<file path="config.mk">
export PLATFORM = sky130hd
export DESIGN_NAME = cs_block_scheduler_flat
export DESIGN_NICKNAME = d
export VERILOG_FILES = /design/src/rtl/cs_block_scheduler_if.sv /design/src/rtl/cs_block_scheduler.sv /design/src/flat_wrapper.sv
export SDC_FILE = /design/constraint.sdc
export NUM_CORES = 1
export LEC_CHECK = 0
export ABC_AREA = 1
export CORE_ASPECT_RATIO = 0.7
export CORE_MARGIN = 10
export CORE_UTILIZATION = 59
export CTS_CLUSTER_DIAMETER = 50
export DETAILED_ROUTE_END_ITERATION = 10
export PLACE_DENSITY = 0.85
export SLEW_MARGIN = 10
export SYNTH_ARGS = -nofsm -noshare
export SYNTH_HDL_FRONTEND = slang
export SYNTH_SLANG_ARGS = --single-unit
</file>
<file path="constraint.sdc">
create_clock -name clk -period 5.3 [get_ports clk]
set_input_delay 0.53 -clock clk [delete_from_list [all_inputs] [get_ports clk]]
set_output_delay 0.53 -clock clk [all_outputs]
set_load 0.005 [all_outputs]
</file>
<file path="src/rtl/cs_block_scheduler_if.sv">
// Handshake and status bundle between the block scheduler and its neighbours
// (measurement buffer, averaging datapath, SAD comparator).
interface cs_block_scheduler_if #(
    parameter int unsigned ADDR_WIDTH = 8
);

    // Control and configuration
    logic                  start;
    logic                  abort;
    logic [ADDR_WIDTH-1:0] frame_rows;
    logic [ADDR_WIDTH-1:0] frame_cols;

    // Measurement handshake
    logic                  meas_valid;
    logic                  meas_ready;

    // SAD comparator handshake
    logic                  sad_done;
    logic                  sad_start;

    // Averaging datapath controls
    logic [ADDR_WIDTH-1:0] rows;
    logic [ADDR_WIDTH-1:0] columns;
    logic                  data_available_flag;
    logic                  sad_busy_flag;

    // Status
    logic                  block_done;
    logic                  frame_done;
    logic                  busy;
    logic                  cfg_err;
    logic                  sad_timeout;

    // Driver side: whoever sequences frames and feeds measurements
    modport master (
        output start,
        output abort,
        output frame_rows,
        output frame_cols,
        output meas_valid,
        output sad_done,
        input  meas_ready,
        input  sad_start,
        input  rows,
        input  columns,
        input  data_available_flag,
        input  sad_busy_flag,
        input  block_done,
        input  frame_done,
        input  busy,
        input  cfg_err,
        input  sad_timeout
    );

    // Scheduler side
    modport slave (
        input  start,
        input  abort,
        input  frame_rows,
        input  frame_cols,
        input  meas_valid,
        input  sad_done,
        output meas_ready,
        output sad_start,
        output rows,
        output columns,
        output data_available_flag,
        output sad_busy_flag,
        output block_done,
        output frame_done,
        output busy,
        output cfg_err,
        output sad_timeout
    );

endinterface

</file>
<file path="src/rtl/cs_block_scheduler.sv">
// Raster-order block sequencer for the compressive-sensing intra-prediction
// averaging stage. Every output is a flop so nothing combinational reaches the
// datapath or the SAD unit from the inputs.
module cs_block_scheduler #(
    parameter int unsigned ADDR_WIDTH  = 8,
    parameter int unsigned MAX_COLS    = 80,
    parameter int unsigned SAD_TIMEOUT = 255
) (
    input logic                    clk,
    input logic                    rst,
    cs_block_scheduler_if.slave    bus
);

    // Wide enough to hold SAD_TIMEOUT without wrapping
    localparam int unsigned CNT_W = $clog2(SAD_TIMEOUT + 2);
    localparam logic [CNT_W-1:0]      CNT_ONE = CNT_W'(1);
    localparam logic [CNT_W-1:0]      CNT_MAX = CNT_W'(SAD_TIMEOUT);
    localparam logic [ADDR_WIDTH-1:0] IDX_ONE = ADDR_WIDTH'(1);

    typedef enum logic [2:0] {
        ST_IDLE,
        ST_WAIT_MEAS,
        ST_PREDICT,
        ST_SAD,
        ST_ADVANCE
    } state_e;

    state_e                state;
    logic [ADDR_WIDTH-1:0] rows_q;
    logic [ADDR_WIDTH-1:0] cols_q;
    logic [ADDR_WIDTH-1:0] rows_lim_q;
    logic [ADDR_WIDTH-1:0] cols_lim_q;
    logic [CNT_W-1:0]      wait_cnt;

    logic meas_ready_q;
    logic sad_busy_q;
    logic data_avail_q;
    logic busy_q;
    logic sad_start_q;
    logic block_done_q;
    logic frame_done_q;
    logic cfg_err_q;
    logic sad_timeout_q;

    logic cfg_ok;
    logic last_col;
    logic last_blk;
    logic sad_done_ok;

    // Configuration check and end-of-row / end-of-frame detection
    always_comb begin
        cfg_ok = (bus.frame_rows != '0) && (bus.frame_cols != '0) &&
                 (32'(bus.frame_cols) <= MAX_COLS);
        last_col = (cols_q == cols_lim_q - IDX_ONE);
        last_blk = last_col && (rows_q == rows_lim_q - IDX_ONE);
        // sad_done is not trusted in the cycle that launches the SAD unit
        sad_done_ok = bus.sad_done && !sad_start_q;
    end

    // Sequencer: state, indices, wait counter and all registered outputs
    always_ff @(posedge clk or posedge rst) begin
        if (rst) begin
            state         <= ST_IDLE;
            rows_q        <= '0;
            cols_q        <= '0;
            rows_lim_q    <= '0;
            cols_lim_q    <= '0;
            wait_cnt      <= '0;
            meas_ready_q  <= 1'b0;
            sad_busy_q    <= 1'b1;
            data_avail_q  <= 1'b0;
            busy_q        <= 1'b0;
            sad_start_q   <= 1'b0;
            block_done_q  <= 1'b0;
            frame_done_q  <= 1'b0;
            cfg_err_q     <= 1'b0;
            sad_timeout_q <= 1'b0;
        end else begin
            // Pulses default low; the branches below raise them for one cycle
            sad_start_q  <= 1'b0;
            block_done_q <= 1'b0;
            frame_done_q <= 1'b0;
            cfg_err_q    <= 1'b0;

            if (bus.abort) begin
                // Indices are kept so software can see where the frame stopped
                state        <= ST_IDLE;
                meas_ready_q <= 1'b0;
                sad_busy_q   <= 1'b1;
                data_avail_q <= 1'b0;
                busy_q       <= 1'b0;
            end else begin
                unique case (state)
                    ST_IDLE: begin
                        if (bus.start) begin
                            if (cfg_ok) begin
                                rows_lim_q    <= bus.frame_rows;
                                cols_lim_q    <= bus.frame_cols;
                                rows_q        <= '0;
                                cols_q        <= '0;
                                sad_timeout_q <= 1'b0;
                                state         <= ST_WAIT_MEAS;
                                meas_ready_q  <= 1'b1;
                                busy_q        <= 1'b1;
                            end else begin
                                cfg_err_q <= 1'b1;
                            end
                        end
                    end

                    ST_WAIT_MEAS: begin
                        if (bus.meas_valid) begin
                            state        <= ST_PREDICT;
                            meas_ready_q <= 1'b0;
                            sad_busy_q   <= 1'b0;
                            data_avail_q <= 1'b1;
                        end
                    end

                    ST_PREDICT: begin
                        // One cycle of recompute + line-memory write, then freeze
                        state        <= ST_SAD;
                        sad_busy_q   <= 1'b1;
                        data_avail_q <= 1'b0;
                        sad_start_q  <= 1'b1;
                        wait_cnt     <= '0;
                    end

                    ST_SAD: begin
                        if (sad_done_ok) begin
                            state        <= ST_ADVANCE;
                            block_done_q <= 1'b1;
                        end else if (wait_cnt == CNT_MAX) begin
                            state         <= ST_ADVANCE;
                            block_done_q  <= 1'b1;
                            sad_timeout_q <= 1'b1;
                        end else begin
                            wait_cnt <= wait_cnt + CNT_ONE;
                        end
                    end

                    ST_ADVANCE: begin
                        if (last_blk) begin
                            state        <= ST_IDLE;
                            frame_done_q <= 1'b1;
                            busy_q       <= 1'b0;
                        end else begin
                            if (last_col) begin
                                cols_q <= '0;
                                rows_q <= rows_q + IDX_ONE;
                            end else begin
                                cols_q <= cols_q + IDX_ONE;
                            end
                            state        <= ST_WAIT_MEAS;
                            meas_ready_q <= 1'b1;
                        end
                    end

                    default: begin
                        state        <= ST_IDLE;
                        meas_ready_q <= 1'b0;
                        sad_busy_q   <= 1'b1;
                        data_avail_q <= 1'b0;
                        busy_q       <= 1'b0;
                    end
                endcase
            end
        end
    end

    // Drive the bundle straight from flops
    always_comb begin
        bus.meas_ready          = meas_ready_q;
        bus.sad_start           = sad_start_q;
        bus.rows                = rows_q;
        bus.columns             = cols_q;
        bus.data_available_flag = data_avail_q;
        bus.sad_busy_flag       = sad_busy_q;
        bus.block_done          = block_done_q;
        bus.frame_done          = frame_done_q;
        bus.busy                = busy_q;
        bus.cfg_err             = cfg_err_q;
        bus.sad_timeout         = sad_timeout_q;
    end

endmodule

</file>
<file path="src/flat_wrapper.sv">
// flat-port wrapper written by rule: the top's interface ports become plain ports
module cs_block_scheduler_flat 
#(
    parameter int unsigned ADDR_WIDTH  = 8,
    parameter int unsigned MAX_COLS    = 80,
    parameter int unsigned SAD_TIMEOUT = 255
)
  (clk, rst, bus_start, bus_abort, bus_frame_rows, bus_frame_cols, bus_meas_valid, bus_sad_done, bus_meas_ready, bus_sad_start, bus_rows, bus_columns, bus_data_available_flag, bus_sad_busy_flag, bus_block_done, bus_frame_done, bus_busy, bus_cfg_err, bus_sad_timeout);
  cs_block_scheduler_if #(.ADDR_WIDTH(ADDR_WIDTH)) bus_i ();
  input logic clk;
  input logic rst;
  input wire logic [$bits(bus_i.start)-1:0] bus_start;
  input wire logic [$bits(bus_i.abort)-1:0] bus_abort;
  input wire logic [$bits(bus_i.frame_rows)-1:0] bus_frame_rows;
  input wire logic [$bits(bus_i.frame_cols)-1:0] bus_frame_cols;
  input wire logic [$bits(bus_i.meas_valid)-1:0] bus_meas_valid;
  input wire logic [$bits(bus_i.sad_done)-1:0] bus_sad_done;
  output wire logic [$bits(bus_i.meas_ready)-1:0] bus_meas_ready;
  output wire logic [$bits(bus_i.sad_start)-1:0] bus_sad_start;
  output wire logic [$bits(bus_i.rows)-1:0] bus_rows;
  output wire logic [$bits(bus_i.columns)-1:0] bus_columns;
  output wire logic [$bits(bus_i.data_available_flag)-1:0] bus_data_available_flag;
  output wire logic [$bits(bus_i.sad_busy_flag)-1:0] bus_sad_busy_flag;
  output wire logic [$bits(bus_i.block_done)-1:0] bus_block_done;
  output wire logic [$bits(bus_i.frame_done)-1:0] bus_frame_done;
  output wire logic [$bits(bus_i.busy)-1:0] bus_busy;
  output wire logic [$bits(bus_i.cfg_err)-1:0] bus_cfg_err;
  output wire logic [$bits(bus_i.sad_timeout)-1:0] bus_sad_timeout;
  assign bus_i.start = bus_start;
  assign bus_i.abort = bus_abort;
  assign bus_i.frame_rows = bus_frame_rows;
  assign bus_i.frame_cols = bus_frame_cols;
  assign bus_i.meas_valid = bus_meas_valid;
  assign bus_i.sad_done = bus_sad_done;
  assign bus_meas_ready = bus_i.meas_ready;
  assign bus_sad_start = bus_i.sad_start;
  assign bus_rows = bus_i.rows;
  assign bus_columns = bus_i.columns;
  assign bus_data_available_flag = bus_i.data_available_flag;
  assign bus_sad_busy_flag = bus_i.sad_busy_flag;
  assign bus_block_done = bus_i.block_done;
  assign bus_frame_done = bus_i.frame_done;
  assign bus_busy = bus_i.busy;
  assign bus_cfg_err = bus_i.cfg_err;
  assign bus_sad_timeout = bus_i.sad_timeout;
  cs_block_scheduler #(.ADDR_WIDTH(ADDR_WIDTH), .MAX_COLS(MAX_COLS), .SAD_TIMEOUT(SAD_TIMEOUT)) u_core (.clk(clk), .rst(rst), .bus(bus_i));
endmodule
</file>
Word level (Yosys, flattened, before mapping) --
Index checks and enable logic that the tools add are counted.
Operators by class: mux-type cells 51, equal/unequal tests 23, bitwise operators 1, order comparisons 1, $add $sub $neg 5, reduce and logical (&&, ||, !) cells 23
Operators by type and width (number):
- $mux W8 | 6
- $pmux W8 S2 | 2
- $mux W1 | 28
- $mux W3 | 6
- $mux W9 | 2
- $pmux W9 S2 | 1
- $add A8 B1 Y8 const B | 2
- $eq A8 B8 Y1 | 2
- $reduce_and A4 Y1 | 4
- $reduce_bool A8 Y1 | 2
- $sub A8 B1 Y8 const B | 2
- $pmux W3 S5 | 1
- $ne A2 B1 Y1 const B | 6
- $reduce_and A6 Y1 | 2
- $reduce_and A5 Y1 | 2
- $add A9 B1 Y9 const B | 1
- $eq A9 B8 Y1 const B | 1
- $ne A3 B3 Y1 const B | 3
- $le A8 B7 Y1 const B | 1
- $ne A2 B2 Y1 const B | 4
- $eq A3 B2 Y1 const B | 2
- $ne A3 B2 Y1 const B | 2
- $pmux W1 S2 | 3
- $reduce_bool A2 Y1 | 3
- other kinds (12) | 16
Word-level totals: output and inout port bits 25, register bits 53, bits of input ports 22, word-level logic and storage cells 119

Logic depth before layout (Yosys ltp) --
Gate-level depths: netlist of the first run.
depth after elaboration 7, mapped depth 15, gate-level depth less buffers 15

Least setup slack after synthesis of the first run --
Ideal clock, no wire load.
path type register to register, from reg u_core.wait_cnt[0], to reg u_core.wait_cnt[7], library setup time 0.137 ns, stages on the path, launching flop included 15, arrival time 1.855 ns, buffers on the path 0, clock period less this slack 1.992 ns, required time 5.163 ns, slack 3.308 ns, cells stage by stage dfrtp_1 ha_1 inv_1 nor3_1 nand3_1 nor3_1 ha_1 inv_1 nand2_1 a21oi_1 nand4_1 nor3_2 nand2_1 nor2_1 nor3_1
Between the ends: word-level cells in the longest chain between the ends 4, elaborated cells on any way between the ends 7, those cells by class add/sub: 1; eq/ne: 2; mux: 3; reduce/logical: 1
Ends and longest elaborated chain:
- start: declaration | line cs_block_scheduler.sv:33 | logic [CNT_W-1:0] wait_cnt;
- start signal: assignment | line cs_block_scheduler.sv:138 | wait_cnt <= wait_cnt + CNT_ONE;
- $add A9 B1 Y9 | line cs_block_scheduler.sv:138
- $mux W9 | line cs_block_scheduler.sv:133 | end else if (wait_cnt == CNT_MAX) begin
- $mux W9 | line cs_block_scheduler.sv:130 | if (sad_done_ok) begin
- $pmux W9 S2 | line cs_block_scheduler.sv:93 | unique case (state)
Several ways; a longest one is shown, not always the timed one. The select of a mux whose other input is x is not followed. A chain may end at the register's enable or synchronous reset.

Worst setup path after layout of the first run --
from in bus_frame_cols[5], to reg u_core.cols_lim_q[3]
Between the ends: word-level cells in the longest chain between the ends 4, elaborated cells on any way between the ends 5, those cells by class order compare: 1; reduce/logical: 4
Ends and longest elaborated chain:
- start: declaration | line flat_wrapper.sv:15 | input wire logic [$bits(bus_i.frame_cols)-1:0] bus_frame_cols;
- branches (longest 2 deep; another with $le A8 B7 Y1)
- $logic_and A1 B1 Y1 * | line cs_block_scheduler.sv:52 | cfg_ok = (bus.frame_rows != '0) && (bus.frame_cols != '0) &&
- $reduce_and A4 Y1 (no source line) *
- end signal: assignment | line cs_block_scheduler.sv:98 | cols_lim_q <= bus.frame_cols;
- end: declaration | line cs_block_scheduler.sv:32 | logic [ADDR_WIDTH-1:0] cols_lim_q;
Mark *: on every way between the ends.

==> results.cfg, run 1 <==
[status]
outcome = complete, no violations

[route]
routed_wl_um = 8280
antenna_left = 0
via_count = 3173
drc = 0
first_pass_iters = 5
routedWlPerCell_um = 14.1
drtIter0Drc = 239
drt-vias-per-instance = 5.41

[yosys]
synthCells = 468
yosysTopAreaCell = dfrtp_1
synth_top_family_by_area = simple AND/OR/NAND/NOR gates
netlist.area_leader.share_pct = 38.9
ys_seq_area_share_pct = 39.7
synthTopCellsByCount = 130 x nand2_1, 66 x inv_1, 55 x nor2_1, 52 x dfrtp_1
synthTopCellsByArea = dfrtp_1 39%, nand2_1 15%, inv_1 7.4%
yosys.area_share.adder_pct = 2.24
syn_avg_cell_area_um2 = 7.15
yosysWarnings = 0
ys_ff_latch = 53
synth_edf_count = 0
synth_compound_area_share_pct = 7.33
ys_types = 37
yosysMostFrequentCell = nand2_1
synthMuxAreaShare_pct = 0
synthSimpleGateAreaFrac_pct = 35.5
synth_nets = 496
synthXorXnorAreaFrac_pct = 5.76
netlist_area_um2 = 3350
ys.flop_type = dfrtp_1
synthArstFlopShare_pct = 100

[min_path]
hold_depth = 2
holdCritPathClass = flip-flop to flip-flop

[placed_design]
dpl_cell_area_um2 = 3850
dp_hpwl_um = 6340
io_buffers = 46
gp_congestion = 0.912

[flow_run]
timing.max_cap.violations = 0

[floorplan]
io_pins = 47
die_w_um = 110
coreArea_um2 = 5370
die-area_um2 = 9130
row_count = 22
die_y_um = 83.0
start_util_pct = 62.4

[clock_tree]
cts_buffers = 5
clockBufferDepth = 2
cts_tree = yes
htreeDepth = 2
post_cts_buffers = 0
clk_pin_slew_worst_paths_ps = 90
ctsResizeCount = 0
cts_sinks = 53
cts_hold_buf = 0
root_buffer = clkbuf_8
clk_latency_ps = 300

[worst_setup_path]
r2r_cells = 7
path_class = input port to flip-flop
cp.arrival_ps = 3400
cpPeakStageDelay_ps = 730
critPathSlowestCell = nand2_1
end_kind = flip-flop
crit_chain = clkdlybuf4s50_1, inv_1, nand4_1, o21ai_0, nand2_1, nand2_1, nand2_1, nor2_1, nand2_1, o21ai_0
required_ps = 5500
path_max_fanout = 32
rrSetupSlack_ps = 2450
cp_top_family = simple AND/OR/NAND/NOR gates
critPathBufInv = 2
critPathLaunchType = input port
crit_top_cell = nand2_1
worst-path-stages = 10

[layout]
syn2layout_area_growth_pct = 17.5
layout-drive-gt1-share_pct = 6.81
nets = 541
diodes = 0
final_area_um2 = 3930

[sta]
skew_ps = 4.12
setup_violations = 0
period_needed_ps = 3200
hold_violations = 0
post-route-period-util_pct = 60.3
drv_slew = 0
fin_setup_tns_ps = 0
maxSlewHeadroom_pct = 28.1
rsz0062_at_grt = false
fmax_ghz = 0.313
tightest_slew_ps = 1080

[global_route]
grt-ovfl-total = 0
antenna_found_initial = 0
grt_use_total_pct = 18.4
grt_max_degree = 54
grt_pass1_wl_um = 14100
grt_pass1_vias = 3000

[power_and_ir_drop]
combPwrFrac_pct = 45.4
p_seq_share_pct = 40.1
intPower_w = 0.000864
swShare_pct = 44.2
p_sw_w = 0.000685
ir_worst_vdd_v = 0.000252
p_clk_share_pct = 14.5
cellLeakagePower_nw = 1.89
pwr_density_cell_nw_per_um2 = 394
-- metrics by stage --
| step | hold slack (ps) | cells | util, % | power, W | setup WS (ps) |
|---|---|---|---|---|---|
| 2_1_floorplan | 456 | 468 | - | 0.00114 | 3310 |
| 4_1_cts | 482 | 586 | 73.3 | 0.00155 | 2160 |
| 3_5_place_dp | 462 | 578 | 71.7 | 0.00132 | 1880 |
| 5_1_grt | 493 | 586 | 73.3 | 0.00169 | 1770 |
| 3_3_place_gp | 460 | 578 | 71.7 | 0.00128 | 2030 |
| 6_report | 478 | 586 | 73.3 | 0.00155 | 2100 |
-- power groups by stage --
stage                     combinational, W  sequential [W]  clock, W
after global placement            0.000662        0.000618         0
after detailed placement          0.000694        0.000625         0
after CTS                         0.000698        0.000619  0.000229
final                             0.000702        0.000621  0.000225
after floorplan                   0.000542        0.000594         0
after global routing              0.000802        0.000635  0.000249
-- cells in the final DEF, fill, tap and decap left out --
| master | count |
|---|---|
| nor2_2 | 4 |
| nand2_2 | 4 |
| nand3_1 | 27 |
| nand2_1 | 130 |
| nor3_2 | 1 |
| or2_0 | 2 |
| nor3b_1 | 2 |
| nand3b_1 | 2 |
| clkinv_2 | 2 |
| o21ai_1 | 4 |
| clkbuf_8 | 5 |
| clkinvlp_4 | 1 |
| o21ai_2 | 3 |
| or2_2 | 1 |
| nand4_1 | 19 |
| xnor2_1 | 10 |
| nand3_4 | 1 |
| a21oi_1 | 4 |
| nand3_2 | 3 |
| o21ai_0 | 27 |
| dfrtp_1 | 52 |
| nand2_4 | 1 |
| inv_1 | 65 |
| ha_1 | 6 |
| a32o_1 | 1 |
| a31oi_1 | 1 |
| o21a_1 | 1 |
| inv_2 | 6 |
| a211oi_1 | 1 |
| nor2_4 | 2 |
| dfstp_2 | 1 |
| xor2_1 | 12 |
| nor3_1 | 10 |
| o22ai_1 | 2 |
| nor2_1 | 55 |
| clkdlybuf4s50_1 | 46 |
-- layout make-up --
class                           instances  area, um^2
Tap cell                               72        90.1
Clock buffer                            5        68.8
Multi-Input combinational cell        336        1700
Inverter                               71         267
Timing Repair Buffer                   46         460
Clock inverter                          3        17.5
Sequential cell                        53        1330
Fill cell                             411        1440
-- per-layer routing --
layer | wire, um | vias up | GRT usage (%)
met2 | 3610 | 130 | 28.0
met5 | 0 | - | 0
met4 | 59 | 0 | 2.93
met1 | 3820 | 1454 | 25.2
li1 | - | 1580 | -
met3 | 786 | 9 | 5.56
-- tightest hold or removal path: cells and delay by family, from the launching register on --
| family | cells | cell delay [ps] |
|---|---|---|
| flip-flops | 1 | 380 |
| AND/OR/NAND/NOR | 2 | 100 |
-- worst paths after layout --
path | start | endpoint
worst max-delay path | bus_frame_cols[5] | u_core.cols_lim_q[3]$_DFFE_PP0P_
worst min-delay path | u_core.bus.sad_busy_flag$_DFFE_PP1P_ | u_core.bus.sad_busy_flag$_DFFE_PP1P_
worst max register to register | u_core.state[0]$_DFFE_PP0P_ | u_core.cols_lim_q[3]$_DFFE_PP0P_
worst min register to register | u_core.bus.sad_busy_flag$_DFFE_PP1P_ | u_core.bus.sad_busy_flag$_DFFE_PP1P_
max in group asynchronous | rst | u_core.cols_lim_q[3]$_DFFE_PP0P_
min in group asynchronous | rst | u_core.bus.rows[1]$_DFFE_PP0P_
-- state kept, by name, indices dropped and copies added, names as in the netlist --
name	cells
u_core.wait_cnt	9
u_core.rows_lim_q	8
u_core.bus.block_done	1
u_core.bus.sad_busy_flag	1
u_core.bus.frame_done	1
u_core.bus.meas_ready	1
u_core.state	3
u_core.bus.busy	1
u_core.bus.sad_start	1
u_core.bus.columns	8
u_core.bus.rows	8
u_core.cols_lim_q	8
u_core.bus.sad_timeout	1
u_core.bus.cfg_err	1
u_core.bus.data_available_flag	1
-- logic make-up after synthesis --
kind of cell,after synthesis
buffers and inverters,79
and+or+nand+nor,264
adders and majority gates,6
DFF,53
AOI/OAI and AO/OA,44
xor gates and xnor gates,22
Note: power is estimated with default switching activity, not from simulation.
==> inputs of run 2 (changes only) <==
Settings changed: CORE_UTILIZATION 59 to 55, PLACE_DENSITY 0.85 to 0.8.
Clock period 5.3 ns to 3.3 ns, I/O delays scaled along.
==> run 2 against run 1 <==
  * Global-route usage down 1.1 points
  * Largest cell class unchanged
  * Routed wire length decreased by 1.3%
  * Die area rose by 5.7%
  * Register-to-register slack got worse by 1500 ps
  * Count of clock-buffer cells in the layout is 2 higher
  * Sequential power increased by 59%
  * Critical endpoint is now u_core.wait_cnt[7]$_DFFE_PP0P_
  * Clock power is 110% higher
  * Largest power group unchanged
==> results.cfg, run 2 (synthesis results as in run 1) <==
[clock_tree]
clk_pin_slew_worst_paths_ps = 90
clockBufferDepth = 2
cts_tree = yes
htreeDepth = 2
cts_hold_buf = 0
post_cts_buffers = 0
clk_latency_ps = 310
ctsResizeCount = 0
cts_buffers = 5
cts_sinks = 53
root_buffer = clkbuf_8

[global_route]
antenna_found_initial = 0
grt_max_degree = 54
grt_pass1_wl_um = 14000
grt_use_total_pct = 17.2
grt-ovfl-total = 0
grt_pass1_vias = 2946

[power_and_ir_drop]
ir_worst_vdd_v = 0.000331
p_sw_w = 0.00109
power_w = 0.00259
swShare_pct = 42.1
combPwrFrac_pct = 43.8
intPower_w = 0.00150
p_seq_share_pct = 38.3
p_clk_share_pct = 17.9
cellLeakagePower_nw = 1.92
pwr_density_cell_nw_per_um2 = 650

[route]
drt-vias-per-instance = 5.31
via_count = 3140
routed_wl_um = 8170
antenna_left = 0
routedWlPerCell_um = 13.8
drc = 0
drtIter0Drc = 202
first_pass_iters = 5

[min_path]
hp-start = u_core.bus.sad_busy_flag$_DFFE_PP1P_
holdCritPathClass = flip-flop to flip-flop

[floorplan]
die_y_um = 85.3
start_util_pct = 57.6
io_pins = 47
die-area_um2 = 9660
row_count = 23
coreArea_um2 = 5810
die_w_um = 113

[worst_setup_path]
end_kind = flip-flop
r2r-start = u_core.wait_cnt[0]$_DFFE_PP0P_
startpoint = u_core.wait_cnt[0]$_DFFE_PP0P_
path_class = flip-flop to flip-flop
required_ps = 3480
critPathSlowestCell = dfrtp_1
critPathLaunchType = flip-flop
cp.arrival_ps = 2500
cpPeakStageDelay_ps = 420
path_max_fanout = 4
crit_chain = ha_1, inv_1, nor3_1, nand3_1, nor3_1, ha_1, inv_1, nand2_1, a21oi_1, nand4_1, nor3_2, nand2_1, nor2_1, nor3_1
crit_top_cell = nor3_1

[layout]
syn2layout_area_growth_pct = 19.0
nets = 543
largest_reg_flops = 9
diodes = 0
top_register = u_core.wait_cnt
final_cell_mix = 130 x nand2_1, 65 x inv_1, 55 x nor2_1, 52 x dfrtp_1, 46 x clkdlybuf4s50_1
final_common_cell = nand2_1
multi_input_area_um2 = 1700
layout-drive-gt1-share_pct = 6.98
seq_area_um2 = 1330
fill_cells = 485

[sta]
post-route-period-util_pct = 70.1
fin_setup_tns_ps = 0
fmax_ghz = 0.432
rsz0062_at_grt = false
skew_ps = 5.34
setup_violations = 0
drv_slew = 0
period_needed_ps = 2310
tightest_slew_ps = 1090
maxSlewHeadroom_pct = 27.2
hold_violations = 0

[flow_run]
timing.max_cap.violations = 0

[placed_design]
dp_hpwl_um = 6150
io_buffers = 46
gp_congestion = 0.890

[status]
outcome = complete, no violations
run 2: cell types whose count changed in the layout (fill, tap and decap cells not counted):
cell / before / now
bufinv_16: 0 / 1
clkbuf_1: 0 / 1
buf_4: 0 / 2
clkinv_2: 2 / 0
clkbuf_8: 5 / 6
clkinvlp_4: 1 / 0
run 2: area by class of cell:
class                   count  area share [%]
well taps                  75            2.36
clock buffers               7            2.17
flip-flops and latches     53            33.3
clock inverters             1           0.754
repair buffers             48            11.9
inverters                  71            6.69
multi-input cells         336            42.7
run 2: routing by layer:
| metal | vias to the layer above | part of all wire [%] | GRT usage, % | wire (um) |
|---|---|---|---|---|
| met2 | 111 | 43 | 25.4 | 3520 |
| met5 | - | 0 | 0 | 0 |
| met3 | 9 | 8.0 | 5.91 | 650 |
| met1 | 1442 | 48 | 23.7 | 3930 |
| li1 | 1578 | - | - | - |
| met4 | 0 | 0.98 | 3.56 | 80 |
run 2: metrics by stage:
step	hold slack [ps]	cell area (um^2)	setup WS [ps]	std cells	util, %
2_1_floorplan	436	3350	1310	468	-
4_1_cts	480	3980	1020	591	68.5
3_3_place_gp	459	3860	1070	583	66.5
6_report	476	3980	987	591	68.5
5_1_grt	508	3980	751	591	68.5
3_5_place_dp	463	3860	986	583	66.5
run 2: path summary, 6_finish.rpt:
path | slack [ps] | cells past startpoint | end
setup / recovery | 990 | 14 | u_core.wait_cnt[7]$_DFFE_PP0P_
hold / removal | 480 | 2 | u_core.bus.sad_busy_flag$_DFFE_PP1P_
setup reg to reg | 990 | 14 | u_core.wait_cnt[7]$_DFFE_PP0P_
hold reg to reg | 480 | 2 | u_core.bus.sad_busy_flag$_DFFE_PP1P_
max in group asynchronous | 2040 | 2 | u_core.cols_lim_q[2]$_DFFE_PP0P_
min in group asynchronous | 610 | 2 | u_core.bus.rows[4]$_DFFE_PP0P_
run 2: worst max-delay path: cells and delay by family, from the launching register on:
kind | cells | cell delay, ps
buf+inv | 2 | 150
fa+ha+maj | 2 | 400
flops | 1 | 420
simple gates | 9 | 940
compound gates | 1 | 270
run 2: power by group through the flow:
stage | sequential (W) | clock (W) | combinational, W
after floorplan | 0.000955 | 0 | 0.000870
after global placement | 0.000995 | 0 | 0.00108
after detailed placement | 0.000997 | 0 | 0.00112
after CTS | 0.000987 | 0.000474 | 0.00113
after global routing | 0.00102 | 0.000511 | 0.00130
final | 0.000990 | 0.000464 | 0.00113
